--- src/rtl/bus_debug_pkg.sv ---
// Shared definitions for the bus debug display: blank glyph, hex glyph decoder
// and the channel step direction used by the channel counter.
package bus_debug_pkg;

  localparam logic [6:0] SEG_BLANK = 7'h7F;

  typedef enum logic [1:0] {
    STEP_NONE = 2'd0,
    STEP_NEXT = 2'd1,
    STEP_PREV = 2'd2
  } step_e;

  function automatic logic [6:0] hex_to_seg(input logic [3:0] nib);
    logic [6:0] seg;
    case (nib)
      4'h0:    seg = 7'h40;
      4'h1:    seg = 7'h79;
      4'h2:    seg = 7'h24;
      4'h3:    seg = 7'h30;
      4'h4:    seg = 7'h19;
      4'h5:    seg = 7'h12;
      4'h6:    seg = 7'h02;
      4'h7:    seg = 7'h78;
      4'h8:    seg = 7'h00;
      4'h9:    seg = 7'h10;
      4'hA:    seg = 7'h08;
      4'hB:    seg = 7'h03;
      4'hC:    seg = 7'h46;
      4'hD:    seg = 7'h21;
      4'hE:    seg = 7'h06;
      default: seg = 7'h0E;
    endcase
    return seg;
  endfunction

endpackage

--- src/rtl/key_debounce.sv ---
// Pushbutton conditioner: synchronises an active-low raw key, accepts a new
// level only after it has been stable for DEBOUNCE_CYC cycles, and emits a
// single-cycle pulse when a press (high to low) is accepted.
module key_debounce #(
  parameter int DEBOUNCE_CYC = 500000
) (
  input  logic clk,
  input  logic reset,
  input  logic key_n,
  output logic press_pulse
);

  localparam int CNT_W = (DEBOUNCE_CYC > 1) ? $clog2(DEBOUNCE_CYC) : 1;
  localparam logic [CNT_W-1:0] CNT_LAST = CNT_W'(DEBOUNCE_CYC - 1);

  logic             sync1_q;
  logic             sync2_q;
  logic             stable_q;
  logic             stable_d;
  logic [CNT_W-1:0] cnt_q;
  logic [CNT_W-1:0] cnt_d;
  logic             accept;

  // Count consecutive cycles the synced key disagrees with the accepted level; any bounce clears it.
  always_comb begin
    accept   = 1'b0;
    cnt_d    = '0;
    stable_d = stable_q;
    if (sync2_q != stable_q) begin
      if (cnt_q == CNT_LAST) begin
        accept   = 1'b1;
        stable_d = sync2_q;
      end else begin
        cnt_d = cnt_q + 1'b1;
      end
    end
  end

  // Synchroniser and debounce state; released (high) is the idle level out of reset.
  always_ff @(posedge clk or negedge reset) begin
    if (!reset) begin
      sync1_q  <= 1'b1;
      sync2_q  <= 1'b1;
      stable_q <= 1'b1;
      cnt_q    <= '0;
    end else begin
      sync1_q  <= key_n;
      sync2_q  <= sync1_q;
      stable_q <= stable_d;
      cnt_q    <= cnt_d;
    end
  end

  assign press_pulse = accept & ~sync2_q;

endmodule

--- src/rtl/bus_debug_display.sv ---
// Board-level debug viewer: steps through NUM_CH probe words with debounced
// keys or auto-scroll, can freeze a snapshot, and drives active-low hex digits
// through a two-stage (select, decode) display pipeline.
module bus_debug_display
  import bus_debug_pkg::*;
#(
  parameter int NUM_CH       = 4,
  parameter int CH_W         = 8,
  parameter int NUM_DIGITS   = 2,
  parameter int DEBOUNCE_CYC = 500000,
  parameter int SCROLL_CYC   = 50000000,
  parameter int BLANK_LZ     = 0,
  localparam int CH_IDX_W    = (NUM_CH > 1) ? $clog2(NUM_CH) : 1
) (
  input  logic                    clk,
  input  logic                    reset,
  input  logic [NUM_CH*CH_W-1:0]  probe_bus,
  input  logic                    key_next,
  input  logic                    key_prev,
  input  logic                    auto_en,
  input  logic                    freeze,
  output logic [7*NUM_DIGITS-1:0] hex_seg,
  output logic [CH_IDX_W-1:0]     ch_sel,
  output logic                    frozen
);

  localparam int DISP_W = NUM_DIGITS * 4;
  localparam int COPY_W = (CH_W < DISP_W) ? CH_W : DISP_W;
  localparam int SCR_W  = (SCROLL_CYC > 1) ? $clog2(SCROLL_CYC) : 1;
  localparam logic [SCR_W-1:0]    SCR_LAST = SCR_W'(SCROLL_CYC - 1);
  localparam logic [CH_IDX_W-1:0] CH_LAST  = CH_IDX_W'(NUM_CH - 1);

  logic                    next_pulse;
  logic                    prev_pulse;
  logic                    auto_s1_q;
  logic                    auto_s2_q;
  logic                    frz_s1_q;
  logic                    frz_s2_q;
  logic                    frozen_q;
  logic                    frozen_d;
  logic [NUM_CH*CH_W-1:0]  snap_q;
  logic [NUM_CH*CH_W-1:0]  snap_d;
  logic [SCR_W-1:0]        scroll_q;
  logic [SCR_W-1:0]        scroll_d;
  logic                    scroll_expire;
  logic [CH_IDX_W-1:0]     ch_q;
  logic [CH_IDX_W-1:0]     ch_d;
  step_e                   step;
  logic [NUM_CH*CH_W-1:0]  src;
  logic [CH_W-1:0]         sel;
  logic [DISP_W-1:0]       word_q;
  logic [DISP_W-1:0]       word_d;
  logic [7*NUM_DIGITS-1:0] seg_q;
  logic [7*NUM_DIGITS-1:0] seg_d;

  key_debounce #(.DEBOUNCE_CYC(DEBOUNCE_CYC)) u_key_next (
    .clk         (clk),
    .reset       (reset),
    .key_n       (key_next),
    .press_pulse (next_pulse)
  );

  key_debounce #(.DEBOUNCE_CYC(DEBOUNCE_CYC)) u_key_prev (
    .clk         (clk),
    .reset       (reset),
    .key_n       (key_prev),
    .press_pulse (prev_pulse)
  );

  // Scroll timer and channel step: a key pulse restarts the timer and beats a same-cycle expiry.
  always_comb begin
    scroll_d      = '0;
    scroll_expire = 1'b0;
    if (auto_s2_q && !(next_pulse || prev_pulse)) begin
      if (scroll_q == SCR_LAST) begin
        scroll_expire = 1'b1;
      end else begin
        scroll_d = scroll_q + 1'b1;
      end
    end
    step = STEP_NONE;
    if (next_pulse && !prev_pulse) begin
      step = STEP_NEXT;
    end else if (prev_pulse && !next_pulse) begin
      step = STEP_PREV;
    end else if (scroll_expire) begin
      step = STEP_NEXT;
    end
    case (step)
      STEP_NEXT: ch_d = (ch_q == CH_LAST) ? '0 : ch_q + 1'b1;
      STEP_PREV: ch_d = (ch_q == '0) ? CH_LAST : ch_q - 1'b1;
      default:   ch_d = ch_q;
    endcase
  end

  // Capture every channel on the rising edge of the synced freeze level.
  always_comb begin
    frozen_d = frz_s2_q;
    snap_d   = (frz_s2_q && !frozen_q) ? probe_bus : snap_q;
  end

  // Pipeline stage 1 input: pick the displayed channel from live or snapshot data.
  always_comb begin
    src = frozen_q ? snap_q : probe_bus;
    sel = '0;
    for (int k = 0; k < NUM_CH; k++) begin
      if (ch_q == CH_IDX_W'(k)) begin
        sel = src[k*CH_W +: CH_W];
      end
    end
    word_d = '0;
    word_d[COPY_W-1:0] = sel[COPY_W-1:0];
  end

  // Pipeline stage 2 input: decode each nibble, optionally blanking leading zero digits.
  always_comb begin
    seg_d = '0;
    for (int i = 0; i < NUM_DIGITS; i++) begin
      seg_d[7*i +: 7] = hex_to_seg(word_q[4*i +: 4]);
      if ((BLANK_LZ != 0) && (i > 0) && ((word_q >> (4*i)) == '0)) begin
        seg_d[7*i +: 7] = SEG_BLANK;
      end
    end
  end

  // All top-level state: level synchronisers, channel, scroll timer, snapshot and display pipeline.
  always_ff @(posedge clk or negedge reset) begin
    if (!reset) begin
      auto_s1_q <= 1'b0;
      auto_s2_q <= 1'b0;
      frz_s1_q  <= 1'b0;
      frz_s2_q  <= 1'b0;
      frozen_q  <= 1'b0;
      snap_q    <= '0;
      scroll_q  <= '0;
      ch_q      <= '0;
      word_q    <= '0;
      seg_q     <= {NUM_DIGITS{SEG_BLANK}};
    end else begin
      auto_s1_q <= auto_en;
      auto_s2_q <= auto_s1_q;
      frz_s1_q  <= freeze;
      frz_s2_q  <= frz_s1_q;
      frozen_q  <= frozen_d;
      snap_q    <= snap_d;
      scroll_q  <= scroll_d;
      ch_q      <= ch_d;
      word_q    <= word_d;
      seg_q     <= seg_d;
    end
  end

  assign hex_seg = seg_q;
  assign ch_sel  = ch_q;
  assign frozen  = frozen_q;

endmodule

--- config.mk ---
export PLATFORM = sky130hd
export DESIGN_NAME = bus_debug_display
export DESIGN_NICKNAME = d
export VERILOG_FILES = /design/src/rtl/bus_debug_pkg.sv /design/src/rtl/key_debounce.sv /design/src/rtl/bus_debug_display.sv
export SDC_FILE = /design/constraint.sdc
export NUM_CORES = 1
export LEC_CHECK = 0
export ABC_AREA = 1
export CORE_MARGIN = 1
export CORE_UTILIZATION = 44
export CTS_CLUSTER_DIAMETER = 50
export CTS_CLUSTER_SIZE = 10
export DETAILED_ROUTE_END_ITERATION = 10
export GPL_ROUTABILITY_DRIVEN = 1
export HOLD_SLACK_MARGIN = 0.08
export PLACE_DENSITY = 0.75
export SLEW_MARGIN = 20
export SYNTH_ARGS = -nofsm -noshare
export SYNTH_HDL_FRONTEND = slang
export SYNTH_SLANG_ARGS = --single-unit
--- constraint.sdc ---
create_clock -name clk -period 1.5 [get_ports clk]
set_clock_uncertainty 0.1 [all_clocks]
set_input_delay 0.15 -clock clk [delete_from_list [all_inputs] [get_ports clk]]
set_output_delay 0.15 -clock clk [all_outputs]
set_load 0.005 [all_outputs]
# == Yosys cells after proc, flatten, opt, wreduce, memory -nomap -nowiden ==
# Memory sizes are Yosys's and may differ from the RTL's. A register that Yosys moved wholly into a read port is not among the register bits.
# Index checks and enable logic that the tools add are counted.
# W data, S select, Z words.
# totals
memories,2
reg_bits,117
word_cells,76
mem_bits_ro,224
in_bits,38
out_inout_bits,17
# memory_table
name,depth,word_bits,rd,rd_ports_with_merged_regs,write_ports,line,rtl
(name not given),16,7,1,1,0,bus_debug_pkg.sv:15,case (nib)
(name not given),16,7,1,1,0,bus_debug_pkg.sv:15,
# op_classes
mux,23
addsub,5
reduce_logical,15
n_eq_ne,10
bitwise_logic,4
# ops
cell,count
$mux W19,4
$mux W26,2
$add A19 B1 Y19 const B,2
$eq A19 B19 Y1 const B,2
$mux W32,1
$mux W8,4
$add A26 B1 Y26 const B,1
$eq A26 B26 Y1 const B,1
$mux W2,4
$mux W1,7
$eq A2 B2 Y1 const B,3
$logic_not A1 Y1,6
$eq A2 B1 Y1 const B,2
$logic_and A1 B1 Y1,4
$pmux W2 S2,1
$reduce_and A2 Y1,2
$add A2 B1 Y2 const B,1
$and A1 B1 Y1,2
$logic_not A2 Y1,1
$ne A1 B1 Y1,2
$not A1 Y1,2
$reduce_bool A2 Y1,1
$sub A2 B1 Y2 const B,1
$logic_or A1 B1 Y1,1

# == Depth between registers and ports, before layout ==
# Gate-level depths: netlist of run 1.
# logic_depth
depth_word,13
mapped_depth,12
ltp_nobuf,12

# == Cells and area by module ==
# A second synthesis of run 1 with hierarchy kept.
# hier_totals
cells_unflattened,897
hier_area_um2,7031.7
# modules_own_cells
module,area_per_inst_um2,cells_per_inst,seq_area_each_um2,instances
bus_debug_display,4664.5,601,2194.6,1
key_debounce,1183.6,148,554.3,2

# == Least setup slack after synthesis of run 1 ==
# No wires, ideal clock.
# synth_timing
path_type,register to register
startpoint,register u_key_prev.cnt_q[0]
endpoint,register scroll_q[10]
n_path_buf,1
path_slack_ns,-0.180
arrival_time_ns,1.451
period_less_slack_ns,1.680
setup_ns,0.130
t_required_ns,1.270
stages_incl_launch_ff,10
path_cell_list,dfrtp_1 > ha_1 > nand3_2 > nor2_1 > nand3_2 > nor2_4 > inv_2 > nand3_4 > buf_6 > nor3_1
# synth_between
elab_chain_len,8
# synth_lines
item,line,rtl
from (decl),key_debounce.sv:20,logic [CNT_W-1:0] cnt_q;
from (signal assigned),key_debounce.sv:50,cnt_q <= cnt_d;
$eq A19 B19 Y1,key_debounce.sv:30,if (cnt_q == CNT_LAST) begin
$mux W1,key_debounce.sv:30,
$mux W1,key_debounce.sv:29,if (sync2_q != stable_q) begin
$and A1 B1 Y1,key_debounce.sv:54,assign press_pulse = accept & ~sync2_q;
$logic_or A1 B1 Y1,bus_debug_display.sv:74,if (auto_s2_q && !(next_pulse || prev_pulse)) begin
$logic_not A1 Y1,bus_debug_display.sv:74,
$logic_and A1 B1 Y1,bus_debug_display.sv:74,
$mux W26,bus_debug_display.sv:74,
named net scroll_d[10],bus_debug_display.sv:44,logic [SCR_W-1:0] scroll_d;
to (signal assigned),bus_debug_display.sv:146,scroll_q <= scroll_d;
to (decl),bus_debug_display.sv:43,logic [SCR_W-1:0] scroll_q;
# The timed path passes the listed nets, and every way through them passes these cells.
# A chain may end at the register's enable or synchronous reset.

# == Final worst setup path of run 1 ==
# layout_timing
startpoint,register u_key_next.cnt_q[0]
endpoint,"register ch_q[1], in the netlist ch_sel[1]"
# layout_between
elab_chain_len,13
word_cells_on_any_way,18
classes_between,eq/ne (3); mux (7); bitwise (1); reduce/logical (7)
# layout_lines
item,line,rtl
from (decl),key_debounce.sv:20,
from (signal assigned),key_debounce.sv:50,
$eq A19 B19 Y1 (*),key_debounce.sv:30,
$mux W1 (*),key_debounce.sv:30,
$mux W1 (*),key_debounce.sv:29,
$and A1 B1 Y1 (*),key_debounce.sv:54,
$logic_or A1 B1 Y1,bus_debug_display.sv:74,
$logic_not A1 Y1,bus_debug_display.sv:74,
$logic_and A1 B1 Y1,bus_debug_display.sv:74,
$mux W1,bus_debug_display.sv:74,
$mux W1,bus_debug_display.sv:86,end else if (scroll_expire) begin
$mux W2,bus_debug_display.sv:84,end else if (prev_pulse && !next_pulse) begin
$mux W2 (*),bus_debug_display.sv:82,if (next_pulse && !prev_pulse) begin
$eq A2 B2 Y1 / $eq A2 B1 Y1 (equally long branches),bus_debug_display.sv:89,case (step)
$pmux W2 S2 / $reduce_bool A2 Y1 (equally long branches),--,
to (signal assigned),bus_debug_display.sv:147,ch_q <= ch_d;
to (decl),bus_debug_display.sv:46,logic [CH_IDX_W-1:0] ch_q;
# Every way passes the cells marked *; elsewhere a longest branch is shown, timed or not.

==> run metrics, run 1 <==
detailed router's first-iteration violation count=485; GPL Wtd Cong=0.940; Leak Pwr=4.94 nW; Mapped Cells=865; area of the multi-input gates=3990 um^2; commonest cells after routing, fill and taps aside=buf_4 (134), nand2_1 (133), dfrtp_1 (109), inv_1 (97), nor2_1 (88); cell accounting for the most synthesized area=dfrtp_1; Antenna Nets Post-Route=0; unrepaired setup endpoints after global routing=yes; # port buffers=54; syn_nets=922; TritonCTS clock tree=built; Slew Limit Fails=0; Setup-failing EPs final=70; WL final=21500 um; Peak VDD IR=0.865 mV; Die H=128 um; max_slew headroom=63.4%; status=finished, violations left; PwrDens=858 nW/um^2; clk_lat worst skew=430 ps; min-delay worst type=in -> async; final hold vios=0; Area Overhead vs Synth=52.8%; Final TNS setup=-11710 ps; flops & latches, synth=131; Synth warnings=0; CTS root buffer=clkbuf_16; top cell type's share of synthesized area=39.7%; vias in the first global route=6728; vias per cell=5.42; sequential area share after synthesis=47.2%; HPWL Detailed=11900 um; gr usage total=24.4%; storage element area=3310 um^2; final design utilization=69.6%; Nets=1152; clock power share=44.9%; Mean Syn Cell Area=8.09 um^2; die width=128 um; pin count of the biggest net entering global routing=49; WP data required=1720 ps; Net Sw Frac=24.0%; Worst Hold Slack=92.5 ps; Final Cycle Share=119%; antenna cell count=0; DRC=0; die area=16400 um^2; DR WL/cell=16.3 um; Worst Max-Slew Pin Slew=545 ps; Crit Reg-Reg Startpoint=u_key_next.cnt_q[0]$_DFF_PN0_; Reg-to-Reg End=ch_sel[1]$_DFFE_PN0P_; Combinational Power Share=11.6%; CP Max Fanout=5; antenna violations before repair=0; share of cells above drive strength 1=38.0%; Overflow after GRT=0; clock sinks=131; most common cell after layout, fill and taps aside=buf_4; synthesized area=7000 um^2; vias=7155; H-tree depth=4; Setup crit end kind=flop; fill count=1005; # IOs=55; final std cells w/o fill=1319; DR pass1 iterations=6; first-pass GRT wire length=31400 um; clk slew on worst S/H paths=60 ps; P_sw=2.20 mW; fmax=0.558 GHz; # rows=45; R2R cell count=12; Synth cell types=43; share of power burned in registers=43.5%; final worst slack=-291 ps; Tmin final=1790 ps; core area=15400 um^2; failing checks=setup timing; worst endpoint data arrival time=2020 ps; clock buffer depth=2; ranking of synthesized cells by area=dfrtp_1 (40%), nand2_1 (8.6%), dfstp_2 (7.5%), nor2_1 (6.6%), inv_1 (6.1%); starting density of the core=45.5%; Max-Cap Viols=0; flop2flop setup slack=-290 ps; TritonCTS buffer count=17; Critical Path Start Type=flop; WS Path Type=reg -> reg; Pint=6.98 mW; Placed Cells=1249
synthesized netlist by cell type (all sizes together):
library cell	instances
a211oi	4
a21o	1
a21oi	35
a311oi	1
a31o	2
a31oi	3
a32o	1
a32oi	1
buf	12
clkbuf	8
clkinv	1
dfrtp	111
dfstp	20
ha	19
inv	115
mux2	17
nand2	162
nand3	48
nand3b	1
nand4	16
nor2	135
nor3	30
nor3b	2
nor4	9
o211ai	2
o21ai	74
o22ai	9
o31ai	1
or2	5
xnor2	4
xor2	16
through the flow:
| step | setup WS (ps) | power, mW | area (um^2) |
|---|---|---|---|
| floorplan | -96.9 | 4.47 | 7060 |
| global placement | -193 | 4.97 | 8900 |
| detailed placement | -258 | 5.00 | 8900 |
| CTS | -169 | 9.12 | 10100 |
| global route | -358 | 9.55 | 10700 |
| finish | -291 | 9.18 | 10700 |
per-layer routing:
| layer | GRT usage, % | routed length (um) | vias to the layer above | share of wire (%) |
|---|---|---|---|---|
| met2 | 41.7 | 10900 | 316 | 51 |
| met4 | 10.8 | 942 | 0 | 4.4 |
| met1 | 30.2 | 8390 | 3486 | 39 |
| met3 | 4.59 | 1220 | 79 | 5.7 |
| met5 | 0 | 0 | - | 0 |
| li1 | - | - | 3274 | - |
power by group through the flow:
stage / Combinational (mW) / Clock [mW] / Sequential [mW]
after floorplan: 0.462 / 0 / 4.01
after global placement: 0.946 / 0 / 4.02
after detailed placement: 0.971 / 0 / 4.03
after CTS: 0.990 / 4.15 / 3.98
after global routing: 1.18 / 4.35 / 4.02
final: 1.06 / 4.12 / 3.99
worst max-delay path, cell delays in order (launching register included):
cell	delay (ps)
dfrtp_1	400
ha_4	170
nand3_4	100
inv_2	70
nand2_2	70
nor2_4	170
nand3_4	160
nand2_4	120
nand2_1	60
nand2_1	70
nand2_1	80
nand2_1	80
inv_1	40
sequential cells by signal (all words and copies together) (netlist names), 2 cells and up:
signal,count
ch_sel,2
hex_seg,14
scroll_q,26
snap_q,32
u_key_next.cnt_q,19
u_key_prev.cnt_q,19
word_q,8
how the worst max path moves through the flow:
stage,start,endpoint,slack (ps),depth (start not counted)
after detailed placement,ch_sel[0]$_DFFE_PN0P_,word_q[4]$_DFF_PN0_,-260,10
after CTS,scroll_q[0]$_DFF_PN0_,scroll_q[1]$_DFF_PN0_,-170,9
after floorplan,u_key_prev.cnt_q[0]$_DFF_PN0_,scroll_q[12]$_DFF_PN0_,-100,9
after global routing,u_key_next.cnt_q[0]$_DFF_PN0_,ch_sel[1]$_DFFE_PN0P_,-360,12
final,u_key_next.cnt_q[0]$_DFF_PN0_,ch_sel[1]$_DFFE_PN0P_,-290,12
after global placement,ch_sel[0]$_DFFE_PN0P_,word_q[6]$_DFF_PN0_,-190,8
cell families after synthesis:
kind of cell             share of synthesized area (%)
buffers and inverters                             7.67
flip-flops                                        47.2
XOR/XNOR                                          2.50
multiplexers                                      2.74
adder cells (fa/ha/maj)                           3.40
AO/OA/AOI/OAI                                     10.4
AND/OR/NAND/NOR                                   26.1
final cells by class:
cell class                 instances  area share [%]
sequential                       131            30.9
timing repair buffer             231            19.6
multi-input combinational        598            37.3
inverter                         116            4.25
clock inverter                     5           0.749
tap                              211            2.47
clock buffer                      27            4.70
repair_timing:
| item | CTS | global route |
|---|---|---|
| buffers inserted | 15 | 21 |
| gates resized for setup | 152 | 121 |
| hold endpoints to repair | 132 | 0 |
| pin swaps | 49 | 58 |
| gates cloned | 0 | 1 |
| hold buffers | 4 | 0 |
| setup endpoints to repair | 83 | 77 |
Note: power is estimated with default switching activity, not from simulation.
==> inputs of run 2 (changes only) <==
CORE_UTILIZATION = 40   (was 44)
PLACE_DENSITY = 0.71   (was 0.75)
==> run metrics, run 2 (synthesis results as in run 1) <==
status=finished, violations left; failing checks=setup timing; Max-Cap Viols=0 (unchanged); Worst Max-Slew Pin Slew=423 ps (-122 ps); Peak VDD IR=0.881 mV (+1.9%); DR pass1 iterations=5 (-1); Tmin final=1760 ps (-28.5 ps); WL final=22100 um (+3.2%); TritonCTS buffer count=17 (unchanged); min-delay worst type=in -> async; CTS root buffer=clkbuf_16; Leak Pwr=5.11 nW (+3.4%); Area Overhead vs Synth=57.9%; GPL Wtd Cong=1.01 (+7.0%); WP data required=1710 ps (about the same); Final TNS setup=-10160 ps (+1550 ps); # port buffers=54 (unchanged); core area=17200 um^2 (+12%); WS Path Type=reg -> reg; delay-heaviest family, CP=simple AND/OR/NAND/NOR gates; HPWL Detailed=12500 um (+4.7%); Nets=1172 (+1.7%); storage element area=3310 um^2 (about the same); gr usage total=22.4% (-2.1 points); vias in the first global route=6835 (+1.6%); Setup-failing EPs final=67 (-4.3%); Slew Limit Fails=0 (unchanged); antenna cell count=0 (unchanged); die width=134 um (+4.8%); Biggest register=snap_q; die area=18000 um^2 (+9.8%); fmax=0.567 GHz (+1.6%); top flop regs=snap_q: 32 flops, scroll_q: 26 flops; DRC=0 (unchanged); vias per cell=5.33 (-1.7%); starting density of the core=40.7% (-4.8 points); TritonCTS clock tree=built; commonest cells after routing, fill and taps aside=buf_4 (143), nand2_1 (131), dfrtp_1 (108), inv_1 (92), nor2_1 (78); clk_lat worst skew=430 ps (about the same); critical path's slowest cell=dfrtp_1; Antenna Nets Post-Route=0 (unchanged); clk slew on worst S/H paths=60 ps (about the same); detailed router's first-iteration violation count=571 (+18%); H-tree depth=4 (unchanged); max_slew headroom=71.8% (+8.4 points); final hold vios=0 (unchanged); antenna violations before repair=0 (unchanged); # rows=48 (+6.7%); Overflow after GRT=0 (unchanged); Placed Cells=1274 (+2.0%); Critical Path Start Type=flop; final worst slack=-262 ps (+28.5 ps); final std cells w/o fill=1353 (+2.6%); CP Max Fanout=4 (-1); Die H=134 um (+4.8%); Area after DPL=9010 um^2 (+1.3%); Final Cycle Share=117% (-1.9 points); final instance area=11000 um^2 (+3.3%); area of the multi-input gates=4050 um^2 (+1.6%); vias=7212 (+0.80%); Critical Path, Cell by Cell=buf_4, nand4_1, nor3_2, nand2_2, o22ai_2, nor2_4; PwrDens=869 nW/um^2 (+1.3%); max FFs per register=32 (unchanged); Worst path max stage delay=400 ps (about the same); worst endpoint data arrival time=1980 ps (-40 ps); most common cell after layout, fill and taps aside=buf_4; DR WL/cell=16.4 um (+0.58%); pin count of the biggest net entering global routing=49 (unchanged); fill count=1259 (+25%); clock sinks=131 (unchanged); Worst Path Buf+Inv=1 (-1); first-pass GRT wire length=32100 um (+2.1%); final design utilization=64.3% (-5.3 points); unrepaired setup endpoints after global routing=yes; Setup crit end kind=flop; clock buffer depth=2 (unchanged); share of cells above drive strength 1=41.2% (+3.2 points); # IOs=55 (unchanged)
## run 2: cell count changes in the layout (fill, tap and decap cells not counted), sizes merged
cell | previous run | this run
buf | 174 | 193
dlygate4sd2 | 15 | 16
clkinv | 3 | 5
dlygate4sd3 | 4 | 5
bufinv | 2 | 4
clkinvlp | 3 | 2
clkbuf | 29 | 24
inv | 113 | 114
## run 2: metal layers
| metal | GRT usage, % | wire length [um] | share of wire (%) | up-vias |
|---|---|---|---|---|
| met5 | 0 | 0 | 0 | - |
| met4 | 9.30 | 965 | 4.4 | 0 |
| met3 | 4.46 | 1170 | 5.3 | 99 |
| met2 | 37.6 | 11000 | 50 | 305 |
| met1 | 28.1 | 9000 | 41 | 3481 |
| li1 | - | - | - | 3327 |
## run 2: layout make-up
cell class              count  share of cell area (%)
clock buffers              23                    4.42
clock inverters             9                    1.37
inverters                 116                    4.09
multi-input cells         598                    36.7
flip-flops and latches    131                    29.9
well taps                 225                    2.55
repair buffers            251                    21.0
## run 2: power by group
part           leakage, nW  switching (mW)  total (mW)  internal (mW)
registers             1.65           0.150        3.99           3.84
logic                 3.14           0.563        1.09          0.525
clock network        0.313            1.57        4.52           2.95
## run 2: through the flow
step           worst slack (ps)  hold WS, ps  total power, mW
4_1_cts                    -190          128             9.51
2_1_floorplan             -96.9         -246             4.47
3_5_place_dp               -211        -2.98             5.01
3_3_place_gp               -202        -9.63             4.99
6_report                   -262          120             9.60
5_1_grt                    -340          167             9.93
## run 2: repair_timing
item / 4_1_cts / 5_1_grt
cloned: 1 / 1
hold buffers: 5 / 0
resized for setup: 152 / 155
pin swaps: 55 / 61
buffers inserted: 13 / 32
endpoints found under the hold margin: 118 / 0
setup endpoints to repair: 80 / 77
## run 2: final timing paths
check | start | to | slack [ps] | cells past startpoint
max | scroll_q[9]$_DFF_PN0_ | scroll_q[16]$_DFF_PN0_ | -260 | 6
min | reset | u_key_prev.cnt_q[6]$_DFF_PN0_ | 120 | 2
max reg2reg | scroll_q[9]$_DFF_PN0_ | scroll_q[16]$_DFF_PN0_ | -260 | 6
min reg2reg | frz_s1_q$_DFF_PN0_ | frozen_d$_DFF_PN0_ | 250 | 0
max in group asynchronous | reset | hex_seg[0]$_DFF_PN1_ | 580 | 3
min in group clk | probe_bus[16] | snap_q[16]$_DFFE_PN0P_ | 210 | 3
==> inputs of run 3 (changes only) <==
PLACE_DENSITY = 0.68   (was 0.71)
clock period = 2.18 ns   (was 1.5 ns; I/O delays follow)
==> run metrics, run 3 (synthesis results as in run 1) <==
Nets=987 (-16%); Pint=4.79 mW (-34%); Antenna Nets Post-Route=0 (unchanged); HPWL Detailed=10800 um (-14%); clk_lat worst skew=420 ps (about the same); clock buffer depth=2 (unchanged); share of cells above drive strength 1=12.0% (-29 points); Setup-failing EPs final=0 (-100%); vias per cell=4.97 (-6.7%); Worst path most repeated cell=nand2_1; detailed router's first-iteration violation count=421 (-26%); starting density of the core=40.7% (unchanged); PwrDens=745 nW/um^2 (-14%); Area Overhead vs Synth=20.6%; final instance area=8440 um^2 (-24%); final std cells w/o fill=1168 (-14%); Placed Cells=1135 (-11%); # port buffers=54 (unchanged); antenna cell count=0 (unchanged); commonest cells after routing, fill and taps aside=nand2_1 (160), nor2_1 (123), inv_1 (113), dfrtp_1 (111), o21ai_0 (72); # rows=48 (unchanged); Biggest register=snap_q; gr usage total=18.3% (-4.1 points); DR pass1 iterations=5 (unchanged); Tmin final=1920 ps (+153 ps); Leak Pwr=3.76 nW (-26%); Peak VDD IR=0.602 mV (-32%); Setup crit end kind=flop; DR WL/cell=12.9 um (-21%); Net Sw Frac=23.7% (-0.086 points); first-pass GRT wire length=26200 um (-18%); P_sw=1.49 mW (-35%); die area=18000 um^2 (unchanged); postcts setup bufs=0 (-13); Critical Path, Cell by Cell=ha_1, nand3_2, inv_1, nand2_1, nor2_1, nand3_2, nand2_1, nand2_1, nand2_1, nand2_1, nand2_1, inv_1; Final Cycle Share=87.9% (-30 points); share of power burned in registers=43.5% (+2.0 points); Worst Max-Slew Pin Slew=502 ps (+78.8 ps); Worst Path Buf+Inv=2 (+1); CTS root buffer=clkbuf_16; most common cell after layout, fill and taps aside=nand2_1; clock power share=46.8% (-0.3 points); die width=134 um (unchanged); top flop regs=snap_q: 32 flops, scroll_q: 26 flops; TritonCTS buffer count=17 (unchanged); WP data required=2400 ps (+690 ps); clk slew on worst S/H paths=60 ps (about the same); GPL Wtd Cong=0.895 (-11%); M2 GR Usage=27.9% (-9.6 points); max_slew headroom=66.6% (-5.3 points); antenna violations before repair=0 (unchanged); H-tree depth=4 (unchanged); Worst path max stage delay=380 ps (-20 ps); status=finished, final reports clean; vias=5806 (-19%); Max-Cap Viols=0 (unchanged); final hold vios=0 (unchanged); Die H=134 um (unchanged); min-delay worst type=in -> reg; GR Util met3=4.88% (+0.42 points); # IOs=55 (unchanged); WL final=15100 um (-32%); Critical Path Start Type=flop; vias in the first global route=5529 (-19%); unrepaired setup endpoints after global routing=no; pin count of the biggest net entering global routing=58 (+18%); Overflow after GRT=0 (unchanged); busiest grt layer=met2; Slew Limit Fails=0 (unchanged); delay-heaviest family, CP=simple AND/OR/NAND/NOR gates; Area after DPL=7820 um^2 (-13%); DRC=0 (unchanged); TritonCTS clock tree=built; Combinational Power Share=9.6% (-1.7 points); core area=17200 um^2 (unchanged); worst endpoint data arrival time=2130 ps (+150 ps); global routing usage on met1=25.0% (-3.1 points); clock sinks=131 (unchanged); Final TNS setup=0 ps (+10160 ps); fmax=0.522 GHz (-8.0%); WS Path Type=reg -> reg; critical path's slowest cell=dfrtp_1; max FFs per register=32 (unchanged); CP Max Fanout=5 (+1)
## run 3: changes by cell type in the layout (fill, tap and decap cells not counted), moves of 21 or more
| cell | previous run | this run |
|---|---|---|
| nor3_1 | 6 | 30 |
| nand2_1 | 131 | 160 |
| nor2_1 | 78 | 123 |
| o21ai_0 | 42 | 72 |
| buf_6 | 36 | 1 |
| nor2_2 | 36 | 9 |
| inv_1 | 92 | 113 |
| buf_4 | 143 | 10 |
## run 3: worst paths after layout
kind / slack, ps / depth (start not counted) / to / startpoint
setup / recovery: 260 / 12 / ch_sel[1]$_DFFE_PN0P_ / u_key_next.cnt_q[0]$_DFF_PN0_
hold / removal: 110 / 1 / u_key_next.sync1_q$_DFF_PN1_ / key_next
setup reg to reg: 260 / 12 / ch_sel[1]$_DFFE_PN0P_ / u_key_next.cnt_q[0]$_DFF_PN0_
hold reg to reg: 250 / 0 / auto_s2_q$_DFF_PN0_ / auto_s1_q$_DFF_PN0_
max in group asynchronous: 1100 / 3 / u_key_prev.stable_q$_DFFE_PN1N_ / reset
min in group asynchronous: 200 / 2 / u_key_prev.cnt_q[8]$_DFF_PN0_ / reset
## run 3: per-layer routing
layer | wire, um | part of all wire, %
met3 | 652 | 4.3
met2 | 6910 | 46
met4 | 216 | 1.4
met1 | 7290 | 48
met5 | 0 | 0
## run 3: timing repair
item / 4_1_cts / 5_1_grt
endpoints found under the hold margin: 119 / 0
resized for setup: 0 / 1
endpoints found under the setup margin: 0 / 8
hold buffers: 1 / 0
## run 3: cell type report
type,count,area (um^2)
tap,225,282
inverter,116,435
clock inverter,12,155
multi-input combinational,598,3160
fill,1665,8740
clock buffer,20,457
sequential,131,3300
timing repair buffer,66,647
## run 3: stage by stage
stage	util [%]	setup slack [ps]	hold WS (ps)	power (mW)
2_1_floorplan	-	500	-178	3.07
5_1_grt	49.1	68.2	95.0	6.56
4_1_cts	49.1	191	94.5	6.35
6_report	49.1	265	105	6.28
3_5_place_dp	45.5	200	77.0	3.39
3_3_place_gp	45.5	297	78.5	3.38
## run 3: power groups by stage
stage          clock (mW)  combinational (mW)  sequential, mW
2_1_floorplan           0               0.312            2.75
3_3_place_gp            0               0.606            2.77
3_5_place_dp            0               0.614            2.78
4_1_cts              3.00               0.617            2.74
5_1_grt              3.12               0.687            2.76
6_report             2.94               0.605            2.74
